### src/rtl/cpu_pkg.sv
// Purpose: shared types, encodings and helpers for the CPU controller slice.
// Optional feature macro: CPU_CTRL_HALT_EN adds the HALT state and the halted output.
package cpu_pkg;

    localparam int unsigned INSTR_W  = 16;
    localparam int unsigned IMM8_W   = 8;
    localparam int unsigned IMM5_W   = 5;
    localparam int unsigned REG_W    = 3;
    localparam int unsigned OPC_W    = 3;
    localparam int unsigned OP_W     = 2;
    localparam int unsigned SEL_W    = 2;

    // Controller states; HALT exists only in the halt-enabled build
    typedef enum logic [2:0] {
        ST_WAIT      = 3'd0,
        ST_DECODE    = 3'd1,
        ST_GET_A     = 3'd2,
        ST_GET_B     = 3'd3,
        ST_EXEC      = 3'd4,
        ST_WRITE_REG = 3'd5,
        ST_WRITE_IMM = 3'd6
`ifdef CPU_CTRL_HALT_EN
        ,
        ST_HALT      = 3'd7
`endif
    } state_e;

    // Opcode classes
    localparam logic [OPC_W-1:0] OPC_ALU  = 3'b101;
    localparam logic [OPC_W-1:0] OPC_MOV  = 3'b110;
    localparam logic [OPC_W-1:0] OPC_HALT = 3'b111;

    // Sub-op encodings
    localparam logic [OP_W-1:0] OP_MOV_REG = 2'b00;
    localparam logic [OP_W-1:0] OP_MOV_IMM = 2'b10;
    localparam logic [OP_W-1:0] OP_ADD     = 2'b00;
    localparam logic [OP_W-1:0] OP_CMP     = 2'b01;
    localparam logic [OP_W-1:0] OP_AND     = 2'b10;
    localparam logic [OP_W-1:0] OP_MVN     = 2'b11;

    // Register-file write-data select
    localparam logic [SEL_W-1:0] VSEL_C     = 2'b00;
    localparam logic [SEL_W-1:0] VSEL_PC    = 2'b01;
    localparam logic [SEL_W-1:0] VSEL_IMM   = 2'b10;
    localparam logic [SEL_W-1:0] VSEL_MDATA = 2'b11;

    // Shifter encodings
    localparam logic [SEL_W-1:0] SH_NONE = 2'b00;
    localparam logic [SEL_W-1:0] SH_LSL  = 2'b01;
    localparam logic [SEL_W-1:0] SH_LSR  = 2'b10;
    localparam logic [SEL_W-1:0] SH_ASR  = 2'b11;

    // ALU operation encodings
    localparam logic [SEL_W-1:0] ALU_ADD = 2'b00;
    localparam logic [SEL_W-1:0] ALU_SUB = 2'b01;
    localparam logic [SEL_W-1:0] ALU_AND = 2'b10;
    localparam logic [SEL_W-1:0] ALU_MVN = 2'b11;

    // Decoded instruction fields (imm8 is consumed only by the sign extender)
    typedef struct packed {
        logic [OPC_W-1:0]  opcode;
        logic [OP_W-1:0]   op;
        logic [REG_W-1:0]  rn;
        logic [REG_W-1:0]  rd;
        logic [SEL_W-1:0]  shift;
        logic [REG_W-1:0]  rm;
        logic [IMM5_W-1:0] imm5;
    } instr_fields_t;

    // Datapath control bundle
    typedef struct packed {
        logic              w;
        logic [REG_W-1:0]  readnum;
        logic [REG_W-1:0]  writenum;
        logic [SEL_W-1:0]  vsel;
        logic [SEL_W-1:0]  shift;
        logic [SEL_W-1:0]  aluop;
        logic              loada;
        logic              loadb;
        logic              loadc;
        logic              loads;
        logic              write;
        logic              asel;
        logic              bsel;
`ifdef CPU_CTRL_HALT_EN
        logic              halted;
`endif
    } ctrl_t;

    function automatic logic [INSTR_W-1:0] sext_imm8(input logic [IMM8_W-1:0] v);
        return {{(INSTR_W-IMM8_W){v[IMM8_W-1]}}, v};
    endfunction

endpackage

### src/rtl/cpu_controller_if.sv
// Purpose: bus between the instruction source / datapath and the controller.
// Ports (signals): s, load, in (towards controller); w, readnum, writenum, vsel,
//   shift, ALUop, loada, loadb, loadc, loads, write, asel, bsel, sximm8, imm5,
//   and halted when CPU_CTRL_HALT_EN is defined (from controller).
interface cpu_controller_if;
    import cpu_pkg::*;

    logic                s;
    logic                load;
    logic [INSTR_W-1:0]  in;
    logic                w;
    logic [REG_W-1:0]    readnum;
    logic [REG_W-1:0]    writenum;
    logic [SEL_W-1:0]    vsel;
    logic [SEL_W-1:0]    shift;
    logic [SEL_W-1:0]    ALUop;
    logic                loada;
    logic                loadb;
    logic                loadc;
    logic                loads;
    logic                write;
    logic                asel;
    logic                bsel;
    logic [INSTR_W-1:0]  sximm8;
    logic [IMM5_W-1:0]   imm5;
`ifdef CPU_CTRL_HALT_EN
    logic                halted;
`endif

    modport master (
`ifdef CPU_CTRL_HALT_EN
        input  halted,
`endif
        output s, load, in,
        input  w, readnum, writenum, vsel, shift, ALUop,
               loada, loadb, loadc, loads, write, asel, bsel, sximm8, imm5
    );

    modport slave (
`ifdef CPU_CTRL_HALT_EN
        output halted,
`endif
        input  s, load, in,
        output w, readnum, writenum, vsel, shift, ALUop,
               loada, loadb, loadc, loads, write, asel, bsel, sximm8, imm5
    );

endinterface

### src/rtl/instr_dec.sv
// Purpose: combinational split of the instruction register into fields plus
//   sign-extended 8-bit immediate.
// Ports: i_ir (instruction word), o_fields_c (decoded fields), o_sximm8_c.
module instr_dec
    import cpu_pkg::*;
(
    input  logic [INSTR_W-1:0] i_ir,
    output instr_fields_t      o_fields_c,
    output logic [INSTR_W-1:0] o_sximm8_c
);

    // Field positions are fixed by the instruction format
    always_comb begin
        o_fields_c.opcode = i_ir[15:13];
        o_fields_c.op     = i_ir[12:11];
        o_fields_c.rn     = i_ir[10:8];
        o_fields_c.rd     = i_ir[7:5];
        o_fields_c.shift  = i_ir[4:3];
        o_fields_c.rm     = i_ir[2:0];
        o_fields_c.imm5   = i_ir[4:0];
    end

    assign o_sximm8_c = sext_imm8(i_ir[IMM8_W-1:0]);

endmodule

### src/rtl/cpu_controller.sv
// Purpose: Moore control FSM sequencing register reads, ALU execution and
//   register writes for MOV/ADD/CMP/AND/MVN; holds the instruction register.
// Ports: clk, rst_n (async active-low), bus (cpu_controller_if.slave).
// Optional feature macro: CPU_CTRL_HALT_EN (opcode 111 parks the FSM in HALT
//   until reset and drives bus.halted).
module cpu_controller
    import cpu_pkg::*;
(
    input  logic              clk,
    input  logic              rst_n,
    cpu_controller_if.slave   bus
);

    state_e               r_state;
    state_e               w_next;
    logic [INSTR_W-1:0]   r_ir;
    instr_fields_t        w_fields;
    logic [INSTR_W-1:0]   w_sximm8;
    ctrl_t                w_ctrl;
    logic                 w_is_mov;
    logic                 w_is_alu;
    logic                 w_is_cmp;

    instr_dec u_instr_dec (
        .i_ir       (r_ir),
        .o_fields_c (w_fields),
        .o_sximm8_c (w_sximm8)
    );

    assign w_is_mov = (w_fields.opcode == OPC_MOV);
    assign w_is_alu = (w_fields.opcode == OPC_ALU);
    assign w_is_cmp = w_is_alu && (w_fields.op == OP_CMP);

    // State register
    always_ff @(posedge clk or negedge rst_n) begin
        if (!rst_n) r_state <= ST_WAIT;
        else        r_state <= w_next;
    end

    // Instruction register: captured only while idle
    always_ff @(posedge clk or negedge rst_n) begin
        if (!rst_n)                                r_ir <= '0;
        else if ((r_state == ST_WAIT) && bus.load) r_ir <= bus.in;
    end

    // Next-state logic
    always_comb begin
        w_next = r_state;
        case (r_state)
            ST_WAIT: begin
                if (bus.s) w_next = ST_DECODE;
            end
            ST_DECODE: begin
                // Undefined encodings fall back to WAIT with no side effects
                w_next = ST_WAIT;
                if (w_is_mov && (w_fields.op == OP_MOV_IMM))      w_next = ST_WRITE_IMM;
                else if (w_is_mov && (w_fields.op == OP_MOV_REG)) w_next = ST_GET_B;
                else if (w_is_alu)                                w_next = (w_fields.op == OP_MVN) ? ST_GET_B : ST_GET_A;
`ifdef CPU_CTRL_HALT_EN
                else if (w_fields.opcode == OPC_HALT)             w_next = ST_HALT;
`endif
            end
            ST_GET_A:     w_next = ST_GET_B;
            ST_GET_B:     w_next = ST_EXEC;
            ST_EXEC:      w_next = w_is_cmp ? ST_WAIT : ST_WRITE_REG;
            ST_WRITE_REG: w_next = ST_WAIT;
            ST_WRITE_IMM: w_next = ST_WAIT;
`ifdef CPU_CTRL_HALT_EN
            ST_HALT:      w_next = ST_HALT;
`endif
            default:      w_next = ST_WAIT;
        endcase
    end

    // Moore outputs: everything not named for a state stays zero
    always_comb begin
        w_ctrl = '0;
        case (r_state)
            ST_WAIT: begin
                w_ctrl.w = 1'b1;
            end
            ST_GET_A: begin
                w_ctrl.readnum = w_fields.rn;
                w_ctrl.loada   = 1'b1;
            end
            ST_GET_B: begin
                w_ctrl.readnum = w_fields.rm;
                w_ctrl.loadb   = 1'b1;
            end
            ST_EXEC: begin
                // MOV reg passes B through the adder with A forced to zero
                w_ctrl.shift = w_fields.shift;
                w_ctrl.aluop = w_is_mov ? ALU_ADD : w_fields.op;
                w_ctrl.asel  = w_is_mov;
                w_ctrl.bsel  = 1'b0;
                if (w_is_cmp) w_ctrl.loads = 1'b1;
                else          w_ctrl.loadc = 1'b1;
            end
            ST_WRITE_REG: begin
                w_ctrl.writenum = w_fields.rd;
                w_ctrl.vsel     = VSEL_C;
                w_ctrl.write    = 1'b1;
            end
            ST_WRITE_IMM: begin
                w_ctrl.writenum = w_fields.rn;
                w_ctrl.vsel     = VSEL_IMM;
                w_ctrl.write    = 1'b1;
            end
`ifdef CPU_CTRL_HALT_EN
            ST_HALT: begin
                w_ctrl.halted = 1'b1;
            end
`endif
            default: begin
                w_ctrl = '0;
            end
        endcase
    end

    assign bus.w        = w_ctrl.w;
    assign bus.readnum  = w_ctrl.readnum;
    assign bus.writenum = w_ctrl.writenum;
    assign bus.vsel     = w_ctrl.vsel;
    assign bus.shift    = w_ctrl.shift;
    assign bus.ALUop    = w_ctrl.aluop;
    assign bus.loada    = w_ctrl.loada;
    assign bus.loadb    = w_ctrl.loadb;
    assign bus.loadc    = w_ctrl.loadc;
    assign bus.loads    = w_ctrl.loads;
    assign bus.write    = w_ctrl.write;
    assign bus.asel     = w_ctrl.asel;
    assign bus.bsel     = w_ctrl.bsel;
    assign bus.sximm8   = w_sximm8;
    assign bus.imm5     = w_fields.imm5;
`ifdef CPU_CTRL_HALT_EN
    assign bus.halted   = w_ctrl.halted;
`endif

endmodule

### src/flat_wrapper.sv
// flat-port wrapper written by rule: the top's interface ports become plain ports
module cpu_controller_flat import cpu_pkg::*;
  (clk, rst_n, bus_s, bus_load, bus_in, bus_w, bus_readnum, bus_writenum, bus_vsel, bus_shift, bus_ALUop, bus_loada, bus_loadb, bus_loadc, bus_loads, bus_write, bus_asel, bus_bsel, bus_sximm8, bus_imm5);
  cpu_controller_if bus_i ();
  input  logic clk;
  input  logic rst_n;
  input wire logic [$bits(bus_i.s)-1:0] bus_s;
  input wire logic [$bits(bus_i.load)-1:0] bus_load;
  input wire logic [$bits(bus_i.in)-1:0] bus_in;
  output wire logic [$bits(bus_i.w)-1:0] bus_w;
  output wire logic [$bits(bus_i.readnum)-1:0] bus_readnum;
  output wire logic [$bits(bus_i.writenum)-1:0] bus_writenum;
  output wire logic [$bits(bus_i.vsel)-1:0] bus_vsel;
  output wire logic [$bits(bus_i.shift)-1:0] bus_shift;
  output wire logic [$bits(bus_i.ALUop)-1:0] bus_ALUop;
  output wire logic [$bits(bus_i.loada)-1:0] bus_loada;
  output wire logic [$bits(bus_i.loadb)-1:0] bus_loadb;
  output wire logic [$bits(bus_i.loadc)-1:0] bus_loadc;
  output wire logic [$bits(bus_i.loads)-1:0] bus_loads;
  output wire logic [$bits(bus_i.write)-1:0] bus_write;
  output wire logic [$bits(bus_i.asel)-1:0] bus_asel;
  output wire logic [$bits(bus_i.bsel)-1:0] bus_bsel;
  output wire logic [$bits(bus_i.sximm8)-1:0] bus_sximm8;
  output wire logic [$bits(bus_i.imm5)-1:0] bus_imm5;
  assign bus_i.s = bus_s;
  assign bus_i.load = bus_load;
  assign bus_i.in = bus_in;
  assign bus_w = bus_i.w;
  assign bus_readnum = bus_i.readnum;
  assign bus_writenum = bus_i.writenum;
  assign bus_vsel = bus_i.vsel;
  assign bus_shift = bus_i.shift;
  assign bus_ALUop = bus_i.ALUop;
  assign bus_loada = bus_i.loada;
  assign bus_loadb = bus_i.loadb;
  assign bus_loadc = bus_i.loadc;
  assign bus_loads = bus_i.loads;
  assign bus_write = bus_i.write;
  assign bus_asel = bus_i.asel;
  assign bus_bsel = bus_i.bsel;
  assign bus_sximm8 = bus_i.sximm8;
  assign bus_imm5 = bus_i.imm5;
  cpu_controller u_core (.clk(clk), .rst_n(rst_n), .bus(bus_i));
endmodule
### config.mk
export PLATFORM = sky130hd
export DESIGN_NAME = cpu_controller_flat
export DESIGN_NICKNAME = d
export VERILOG_FILES = /design/src/rtl/cpu_pkg.sv /design/src/rtl/cpu_controller_if.sv /design/src/rtl/instr_dec.sv /design/src/rtl/cpu_controller.sv /design/src/flat_wrapper.sv
export SDC_FILE = /design/constraint.sdc
export NUM_CORES = 1
export LEC_CHECK = 0
export ABC_AREA = 1
export BUFFER_PORTS_ARGS = -buffer_cell sky130_fd_sc_hd__clkbuf_2
export CAP_MARGIN = 25
export CELL_PAD_IN_SITES_DETAIL_PLACEMENT = 0
export CELL_PAD_IN_SITES_GLOBAL_PLACEMENT = 1
export CORE_UTILIZATION = 34
export CTS_BUF_LIST = sky130_fd_sc_hd__clkbuf_16
export DETAILED_ROUTE_END_ITERATION = 8
export PLACE_DENSITY = 0.85
export SLEW_MARGIN = 10
export SYNTH_ARGS = -nofsm -noshare
export SYNTH_HDL_FRONTEND = slang
export SYNTH_HIERARCHICAL = 1
export SYNTH_SLANG_ARGS = --single-unit
### constraint.sdc
create_clock -name clk -period 2.65 [get_ports clk]
set_input_delay 0.265 -clock clk [delete_from_list [all_inputs] [get_ports clk]]
set_output_delay 0.265 -clock clk [all_outputs]
set_load 0.1 [all_outputs]
* Word-level counts from Yosys, hierarchy flattened *
Index checks and enable logic that the tools add are counted.

word-level totals
  input bits = 20
  logic and storage cells = 40
  register bits after elaboration = 19

cells by class
  mux-type cells = 19
  reduce and logical (&&, ||, !) cells = 7
  eq/ne operators = 12

operator list
  cell                count
  $eq 3x3->1 const B  5
  $mux 3              5
  $pmux 3 s5          1
  $pmux 5 s2          1
  $mux 1              7
  $eq 3x2->1 const B  2
  $mux 2              3
  $pmux 3 s2          1
  $eq 2x2->1 const B  2
  $logic_and 1x1->1   4
  $mux 4              1
  $eq 3x1->1 const B  1
  $logic_not 3->1     1
  $eq 2x1->1 const B  1
  $logic_not 2->1     1
  $ne 2x2->1 const B  1
  $reduce_or 2->1     1

* Logic depth before layout (Yosys ltp) *
Gate-level depths: netlist (run 1).

  depth after elaboration = 6
  gate-level depth with buffers = 7
  gate-level depth less buffers = 6

* By module *
Netlist (run 1), hierarchy kept.

by module, submodules not included
  module          cells each  times used  sequential area each (um^2)  area each (um^2)
  cpu_controller  142         1           475.5                        1,044.8
  instr_dec       37          1           0.0                          277.8

* Worst setup path after synthesis (run 1) *
OpenSTA, ideal clock, no wires.

  path type = register to output
  start point = register u_core.r_state[2]
  end point = output bus_readnum[0]
  arrival time = 2.825 ns
  buffers on the path = 1
  data required time = 2.385 ns
  setup slack = -0.440 ns
  stages on the path, launching flop included = 5
  cell sequence = dfrtp_1 buf_4 inv_2 nand3_1 o21ai_0

on the way
  longest elaborated chain between the ends = 2

ends and longest elaborated chain
  what                    line                  source
  from (decl)             cpu_controller.sv:14  state_e r_state;
  from (signal assigned)  cpu_controller.sv:37  else r_state <= w_next;
  $eq 3x2->1              cpu_controller.sv:78  case (r_state)
  $pmux 3 s2 *            cpu_controller.sv:78
  to (decl)               flat_wrapper.sv:11    output wire logic [$bits(bus_i.readnum)-1:0] bus_readnum;

Every way passes the cells marked *; elsewhere a longest branch is shown, timed or not.

* Final worst setup path (run 1) *
Ends and elaborated chain as after synthesis.

==> results.toml, run 1 <==
[critical_path]
critical_path.max_fanout = 7
critical-path-max-stage-delay_ps = 500
path_cells = "inv_2, nand3_1, o21ai_0, clkbuf_2"
crit_type = "flip-flop to output pin"
cpLargestDelayFamily = "buffers and inverters"
crit_path_top_delay_cell = "dfrtp_1"
critPathBufInv = 2
cp-end-kind = "output pin"
cp-start-kind = "flip-flop"
cp_data_required_time_ps = 2380
arrival_ps = 1770

[cts]
cts_max_level = 1
cts_buffers = 3
clk_pin_slew_ps = 50
cts.sinks = 19
cts_resized = 0
clk_latency_ps = 250
cts_buffer_depth = 2
ctsRootBufferMaster = "clkbuf_16"
cts_tree = "built"

[routing]
ant_nets = 0
vias = 1100
wl_per_cell_um = 10.9
drtPass1Iterations = 4
via_per_inst = 4.45
wl_mm = 2.68
drc = 0
detail_route.iter0.violations = 64

[logic_synthesis]
synth-seq-cells = 19
synth_area_um2 = 1320
netlist_top_cells_area = "dfrtp_1, buf_4, nand2_1"
avgSynthCellArea_um2 = 7.39
synth_common_cells = "nand2_1, buf_4, nand3_1"
synth_edf_count = 0
syn_inst = 179
synth_seq_area_share_pct = 36.0
synth.lib_cells_used.distinct = 18
ys.flop_type = "dfrtp_1"
yosys_warnings = 6
synth_area_leader_cell = "dfrtp_1"
yosysMostFrequentCell = "nand2_1"
postSynth.asyncResetShare_pct = 100
synth_top_area_share_pct = 36.0

[timing]
period_share_pct = 77.0
slew_violations = 0
fin_worst_skew_ps = 2.29
timing.fmax_mhz = 490
holdWs_ps = 242
rsz0062_at_grt = "no"
setup_violations = 0
min_period_ps = 2040
tightest_slew_ps = 542
maxSlewHeadroom_pct = 64.0
hold_violations = 0

[floorplan]
dieArea_um2 = 4140
fp.dieW_um = 64.4
num_rows = 22
io_pins = 61
fp.coreArea_um2 = 3690
die_h_um = 64.4
start_util_pct = 35.9

[layout]
design_area_um2 = 1440
nNetsFinal = 220
diodes = 0
layout-drive-gt1-share_pct = 35.7
area_growth_pct = 8.89

[place]
io_buffer_count = 58
place.gp.congestion = 0.750
placed_area_um2 = 1350
dpl.hpwl_mm = 2.09

[job]
drv_cap = 0

[global_routing]
grtUsageTotal_pct = 13.8
grt_pass1_wl_mm = 4.40
antenna_found_initial = 0
grt_pass1_vias = 968
grt_start_max_net_pins = 20
grt-ovfl-total = 0

[run_status]
outcome = "finished clean"

[worst_hold_path]
hp-class = "input port to flip-flop"
-- placed cells by master, fill, tap and decap left out, types with 2 or more instances in the layout --
master,count
clkbuf_2,58
nand2_1,47
nand3_1,22
dfrtp_1,19
inv_1,15
nor2_1,11
inv_2,4
o21ai_0,4
clkbuf_16,3
o22ai_1,3
nand2_4,2
nor3_1,2
a21oi_1,2
conb_1,2
-- metal layers --
metal	track usage (%)	wire length [um]
met3	2.68	164
met1	17.0	1150
met5	0	0
met2	23.4	1320
met4	5.83	46
-- final timing paths --
kind / depth (start not counted) / slack, ps / endpoint / startpoint
max: 4 / 610 / bus_readnum[0] / u_core/r_state[2]
min: 3 / 240 / u_core/r_ir[5] / bus_in[5]
max reg2reg: 6 / 1330 / u_core/r_ir[12] / u_core/r_state[0]
min reg2reg: 2 / 480 / u_core/r_ir[9] / u_core/r_ir[9]
max in group asynchronous: 2 / 1820 / u_core/r_state[0] / rst_n
min in group asynchronous: 2 / 510 / u_core/r_ir[5] / rst_n
-- sequential cells by signal, indices dropped and copies added, names as in the netlist --
name,cells
u_core/r_ir,16
u_core/r_state,3
-- logic make-up after synthesis --
kind of cell,Yosys count,synth area share (%)
flops,19,36.0
other cells,1,0.284
buf+inv,63,30.5
simple gates,87,29.6
compound gates,9,3.69
-- through the flow --
step | worst slack [ps] | setup TNS, ps | utilization [%] | std cells
floorplan | -440 | -1320 | - | 180
global placement | 862 | 0 | 36.6 | 242
detailed placement | 883 | 0 | 36.6 | 242
CTS | 610 | 0 | 39.0 | 247
global route | 551 | 0 | 39.0 | 247
finish | 610 | 0 | 39.0 | 247
-- tightest hold or removal path: stages --
cell and delay, ps:
clkbuf_2 80, nand3_1 70, nand2_1 50
-- timing repair --
| action | in CTS | in global routing |
|---|---|---|
| hold buffers | 1 | 0 |
| setup endpoints to repair | 0 | 0 |
| buffers inserted | 0 | 0 |
| hold endpoints to repair | 19 | 0 |
-- cell type report --
type                       count  area [um^2]
fill                         407         2250
sequential                    19          475
multi-input combinational     98          453
timing repair buffer          59          300
clock buffer                   3         75.1
inverter                      19         71.3
tap                           48         60.1
clock inverter                 1         5.00
Power of run 1 is left out: the tool's default activity adds up to more than one toggle a clock period on the data nets, which glitch-free logic cannot reach.
==> run 2, diff against run 1 <==
--- a/config.mk
+++ b/config.mk
@@ -10,10 +10,10 @@
 export CAP_MARGIN = 25
 export CELL_PAD_IN_SITES_DETAIL_PLACEMENT = 0
 export CELL_PAD_IN_SITES_GLOBAL_PLACEMENT = 1
-export CORE_UTILIZATION = 34
+export CORE_UTILIZATION = 32
 export CTS_BUF_LIST = sky130_fd_sc_hd__clkbuf_16
 export DETAILED_ROUTE_END_ITERATION = 8
-export PLACE_DENSITY = 0.85
+export PLACE_DENSITY = 0.81
 export SLEW_MARGIN = 10
 export SYNTH_ARGS = -nofsm -noshare
 export SYNTH_HDL_FRONTEND = slang
==> constraint.sdc (replaced) <==
create_clock -name clk -period 2 [get_ports clk]
set_input_delay 0.2 -clock clk [delete_from_list [all_inputs] [get_ports clk]]
set_output_delay 0.2 -clock clk [all_outputs]
set_load 0.1 [all_outputs]
==> results.toml, run 2 (synthesized netlist as in run 1, its figures left out) <==
[routing]
wl_per_cell_um = 10.8
drtPass1Iterations = 4
vias = 1108
ant_nets = 0
detail_route.iter0.violations = 29
via_per_inst = 4.43
drc = 0
wl_mm = 2.69

[run_status]
outcome = "finished clean"

[floorplan]
num_rows = 23
start_util_pct = 33.3
die_h_um = 66.3
fp.coreArea_um2 = 3970
io_pins = 61
dieArea_um2 = 4390
fp.dieW_um = 66.3

[layout]
layout-drive-gt1-share_pct = 40.5
largest_reg_flops = 16
nNetsFinal = 221
area_growth_pct = 15.5
layout_common_cells = "nand2_1, clkbuf_2, nand3_1"
diodes = 0
largest_register = "u_core/r_ir"
final_common_cell = "nand2_1"
reg_top3 = "u_core/r_ir x16, u_core/r_state x3"
fin_cells = 250

[critical_path]
crit_type = "flip-flop to output pin"
timing.rr.end = "u_core/r_ir[4]"
critical_path.max_fanout = 7
critPathLaunch = "u_core/r_state[2]"
r2r_cells = 7
crit_path_top_delay_cell = "dfrtp_1"
cpLargestDelayFamily = "flip-flops"
cp-end-kind = "output pin"
cp_data_required_time_ps = 1800
cp.depth = 3
endpoint = "bus_write"
critical-path-max-stage-delay_ps = 540
r2r_start = "u_core/r_state[0]"
cp-start-kind = "flip-flop"
critPathBufInv = 1
rrSetupSlack_ps = 620
arrival_ps = 1670
path_cells = "nand3_1, nand2_1, clkbuf_2"

[cts]
cts.sinks = 19
clk_latency_ps = 250
cts_tree = "built"
clk_pin_slew_ps = 50
ctsRootBufferMaster = "clkbuf_16"
cts_buffers = 3
cts_max_level = 1
cts_buffer_depth = 2

[timing]
min_period_ps = 1870
slew_violations = 0
rsz0062_at_grt = "no"
setup_violations = 0
period_share_pct = 93.6
hold_violations = 0
fin_worst_skew_ps = 1.41
tightest_slew_ps = 541
maxSlewHeadroom_pct = 64.1
timing.final.ws_setup_ps = 128
timing.fmax_mhz = 534

[global_routing]
grt-ovfl-total = 0
antenna_found_initial = 0
grt_pass1_wl_mm = 4.32
grt_pass1_vias = 936
grtUsageTotal_pct = 13.2
grt_start_max_net_pins = 20

[place]
place.gp.congestion = 0.787
place_inst = 245
preCtsSetupSlack_ps = 406
dpl.hpwl_mm = 2.11
io_buffer_count = 58

[job]
drv_cap = 0

[worst_hold_path]
hp-class = "input port to flip-flop"
run 2: cell count changes in the layout (fill, tap and decap cells not counted), moves of 3 or more:
cell      delta
nor2_1       -5
nor2_2       +5
buf_4       +13
o21ai_0      -3
o21ai_2      +3
clkbuf_2    -13
run 2: per-stage QoR:
step	cell area, um^2	util (%)	hold slack (ps)	TNS (ps)
after detailed placement	1440	36.2	187	0
after global placement	1440	36.2	179	0
final	1530	38.5	176	0
after global routing	1530	38.5	188	0
after CTS	1530	38.5	175	0
after floorplan	1370	-	-95.6	-795
run 2: repair_timing:
action,CTS,global route
buffers inserted,0,0
gates resized for setup,0,0
hold endpoints to repair,19,0
hold buffers,1,0
run 2: worst min-delay path, cell delays in order:
cell,delay [ps]
clkbuf_2,80
nand3_1,60
nand2_1,50
run 2: worst min-delay path by stage:
stage	startpoint	end	slack [ps]	cells after the start
finish	bus_in[3]	u_core/r_ir[3]	180	3
global route	bus_in[9]	u_core/r_ir[9]	190	3
floorplan	rst_n	u_core/r_ir[0]	-100	0
CTS	bus_in[3]	u_core/r_ir[3]	180	3
global placement	rst_n	u_core/r_ir[5]	180	1
detailed placement	rst_n	u_core/r_ir[5]	190	1
run 2: area by class of cell:
type / instances / area, um^2
timing repair buffer: 60 / 353
inverter: 19 / 75.1
multi-input combinational: 98 / 483
fill: 448 / 2440
clock buffer: 3 / 75.1
tap: 50 / 62.6
sequential: 19 / 475
clock inverter: 1 / 3.75
run 2: per-layer routing:
layer	wire length, um	vias to the layer above	track usage, %
met5	0	-	0
met4	34	0	4.79
met3	152	5	2.76
met2	1260	39	21.3
met1	1250	510	17.3
li1	-	554	-
Power of run 2 is left out for the same reason.
==> run 3, diff against run 2 <==
--- a/config.mk
+++ b/config.mk
@@ -5,15 +5,14 @@
 export SDC_FILE = /design/constraint.sdc
 export NUM_CORES = 1
 export LEC_CHECK = 0
-export ABC_AREA = 1
 export BUFFER_PORTS_ARGS = -buffer_cell sky130_fd_sc_hd__clkbuf_2
 export CAP_MARGIN = 25
 export CELL_PAD_IN_SITES_DETAIL_PLACEMENT = 0
 export CELL_PAD_IN_SITES_GLOBAL_PLACEMENT = 1
-export CORE_UTILIZATION = 32
+export CORE_UTILIZATION = 34
 export CTS_BUF_LIST = sky130_fd_sc_hd__clkbuf_16
 export DETAILED_ROUTE_END_ITERATION = 8
-export PLACE_DENSITY = 0.81
+export PLACE_DENSITY = 0.79
 export SLEW_MARGIN = 10
 export SYNTH_ARGS = -nofsm -noshare
 export SYNTH_HDL_FRONTEND = slang
==> results.toml, run 3 <==
[run_status]
outcome = "finished clean"

[routing]
vias = 919
wl_mm = 2.66
detail_route.iter0.violations = 41
ant_nets = 0
drc = 0
drtPass1Iterations = 4
via_per_inst = 4.53
wl_per_cell_um = 13.1

[timing]
setup_violations = 0
min_period_ps = 1930
hold_violations = 0
period_share_pct = 96.3
timing.fmax_mhz = 519
slew_violations = 0
setup_tns_ps = 0
fin_worst_skew_ps = 1.29
timing.final.ws_setup_ps = 74.3
holdWs_ps = 182
rsz0062_at_grt = "no"
maxSlewHeadroom_pct = 63.6
tightest_slew_ps = 548

[critical_path]
cp-start-kind = "flip-flop"
path_cells = "or3b_4, nor2b_1, and2_1, buf_12"
cp_data_required_time_ps = 1800
critical_path.max_fanout = 8
critical-path-max-stage-delay_ps = 470
critPathBufInv = 1
crit_type = "flip-flop to output pin"
cp-end-kind = "output pin"
arrival_ps = 1730
crit_path_top_delay_cell = "dfrtp_1"
cpLargestDelayFamily = "simple AND/OR/NAND/NOR gates"

[global_routing]
grt_pass1_vias = 925
grtUsageTotal_pct = 13.4
antenna_found_initial = 0
grt-ovfl-total = 0
grt_pass1_wl_mm = 4.32
grt_start_max_net_pins = 20

[place]
place.gp.congestion = 0.764
preCtsSetupSlack_ps = 310
io_buffer_count = 58
dpl.hpwl_mm = 2.11

[logic_synthesis]
postSynth.asyncResetShare_pct = 100
synth-seq-cells = 19
synth_top_area_share_pct = 34.8
synth_area_um2 = 1370
netlist_top_cells_area = "dfrtp_1, buf_4, mux2_4"
yosys_warnings = 6
synth.lib_cells_used.distinct = 34
synth_common_cells = "buf_4, dfrtp_1, nor2_1"
synth_seq_area_share_pct = 34.8
ys.flop_type = "dfrtp_1"
avgSynthCellArea_um2 = 10.3
synth_edf_count = 0
synth_area_leader_cell = "dfrtp_1"
syn_inst = 132
yosysMostFrequentCell = "buf_4"

[cts]
clk_pin_slew_ps = 50
cts_tree = "built"
clk_latency_ps = 250
cts.sinks = 19
cts_max_level = 1
cts_buffers = 3
cts_buffer_depth = 2
ctsRootBufferMaster = "clkbuf_16"
cts_post_setup_buffers_inserted = 0

[floorplan]
num_rows = 22
start_util_pct = 36.5
fp.dieW_um = 65.4
die_h_um = 65.4
fp.coreArea_um2 = 3740
io_pins = 61
dieArea_um2 = 4270

[layout]
largest_reg_flops = 16
layout_common_cells = "clkbuf_2, dfrtp_1, mux2_4"
nNetsFinal = 176
final_common_cell = "clkbuf_2"
layout-drive-gt1-share_pct = 58.7
area_growth_pct = 26.3
reg_top3 = "u_core/r_ir x16, u_core/r_state x3"
diodes = 0
largest_register = "u_core/r_ir"

[job]
drv_cap = 0

[worst_hold_path]
hp-class = "input port to flip-flop"
==> run 3: cell count changes after synthesis, moves of 6 or more <==
cell and change:
nand2_1 -46, mux2_2 +6, nand3_1 -21, nor2b_1 +6
mux2_4 +10, inv_1 -13
==> run 3: kinds of logic (layout without fill, tap and decap cells) <==
group	after synthesis	after routing	share of synthesized area (%)
DFF	19	19	34.8
AOI/OAI and AO/OA	14	14	7.70
muxes	16	16	15.9
and+or+nand+nor	36	36	15.8
buffers and inverters	46	68	25.5
other	1	2	0.275
==> run 3: worst register-to-register path: cells and delay by family, from the launching register on <==
| kind | cells | cell delay (ps) |
|---|---|---|
| and+or+nand+nor | 2 | 590 |
| muxes | 1 | 340 |
| DFF | 1 | 470 |
==> run 3: layout make-up <==
type	count	area (um^2)
Clock inverter	1	3.75
Inverter	2	7.51
Timing Repair Buffer	62	498
Tap cell	48	60.1
Multi-Input combinational cell	68	603
Fill cell	355	2020
Clock buffer	3	75.1
Sequential cell	19	477
==> run 3: through the flow <==
stage                     instance area, um^2  util (%)  std cells
after floorplan                          1430         -        133
after global routing                     1720      46.1        203
after CTS                                1720      46.0        203
final                                    1720      46.1        203
after detailed placement                 1630      43.6        198
after global placement                   1630      43.6        198
==> run 3: per-layer routing <==
layer / vias up / track usage [%] / share of wire (%)
met5: - / 0 / 0
met4: 0 / 5.71 / 0.53
met3: 2 / 2.78 / 4.7
met2: 30 / 23.2 / 52
met1: 440 / 15.9 / 43
li1: 447 / - / -
==> run 3: final timing paths <==
kind / depth (start not counted) / slack, ps / end / start
worst max-delay path: 4 / 70 / bus_ALUop[0] / u_core/r_state[0]
worst max register to register: 3 / 500 / u_core/r_ir[14] / u_core/r_state[0]
worst min register to register: 1 / 510 / u_core/r_ir[8] / u_core/r_ir[8]
worst min-delay path: 2 / 180 / u_core/r_ir[4] / bus_in[4]
max in group asynchronous: 2 / 1210 / u_core/r_state[1] / rst_n
min in group asynchronous: 2 / 430 / u_core/r_ir[14] / rst_n
==> run 3: timing repair <==
action,CTS,global route
endpoints found under the hold margin,19,0
hold buffers,1,0
gates resized for setup,0,1
endpoints found under the setup margin,0,1
Power of run 3 is left out for the same reason.
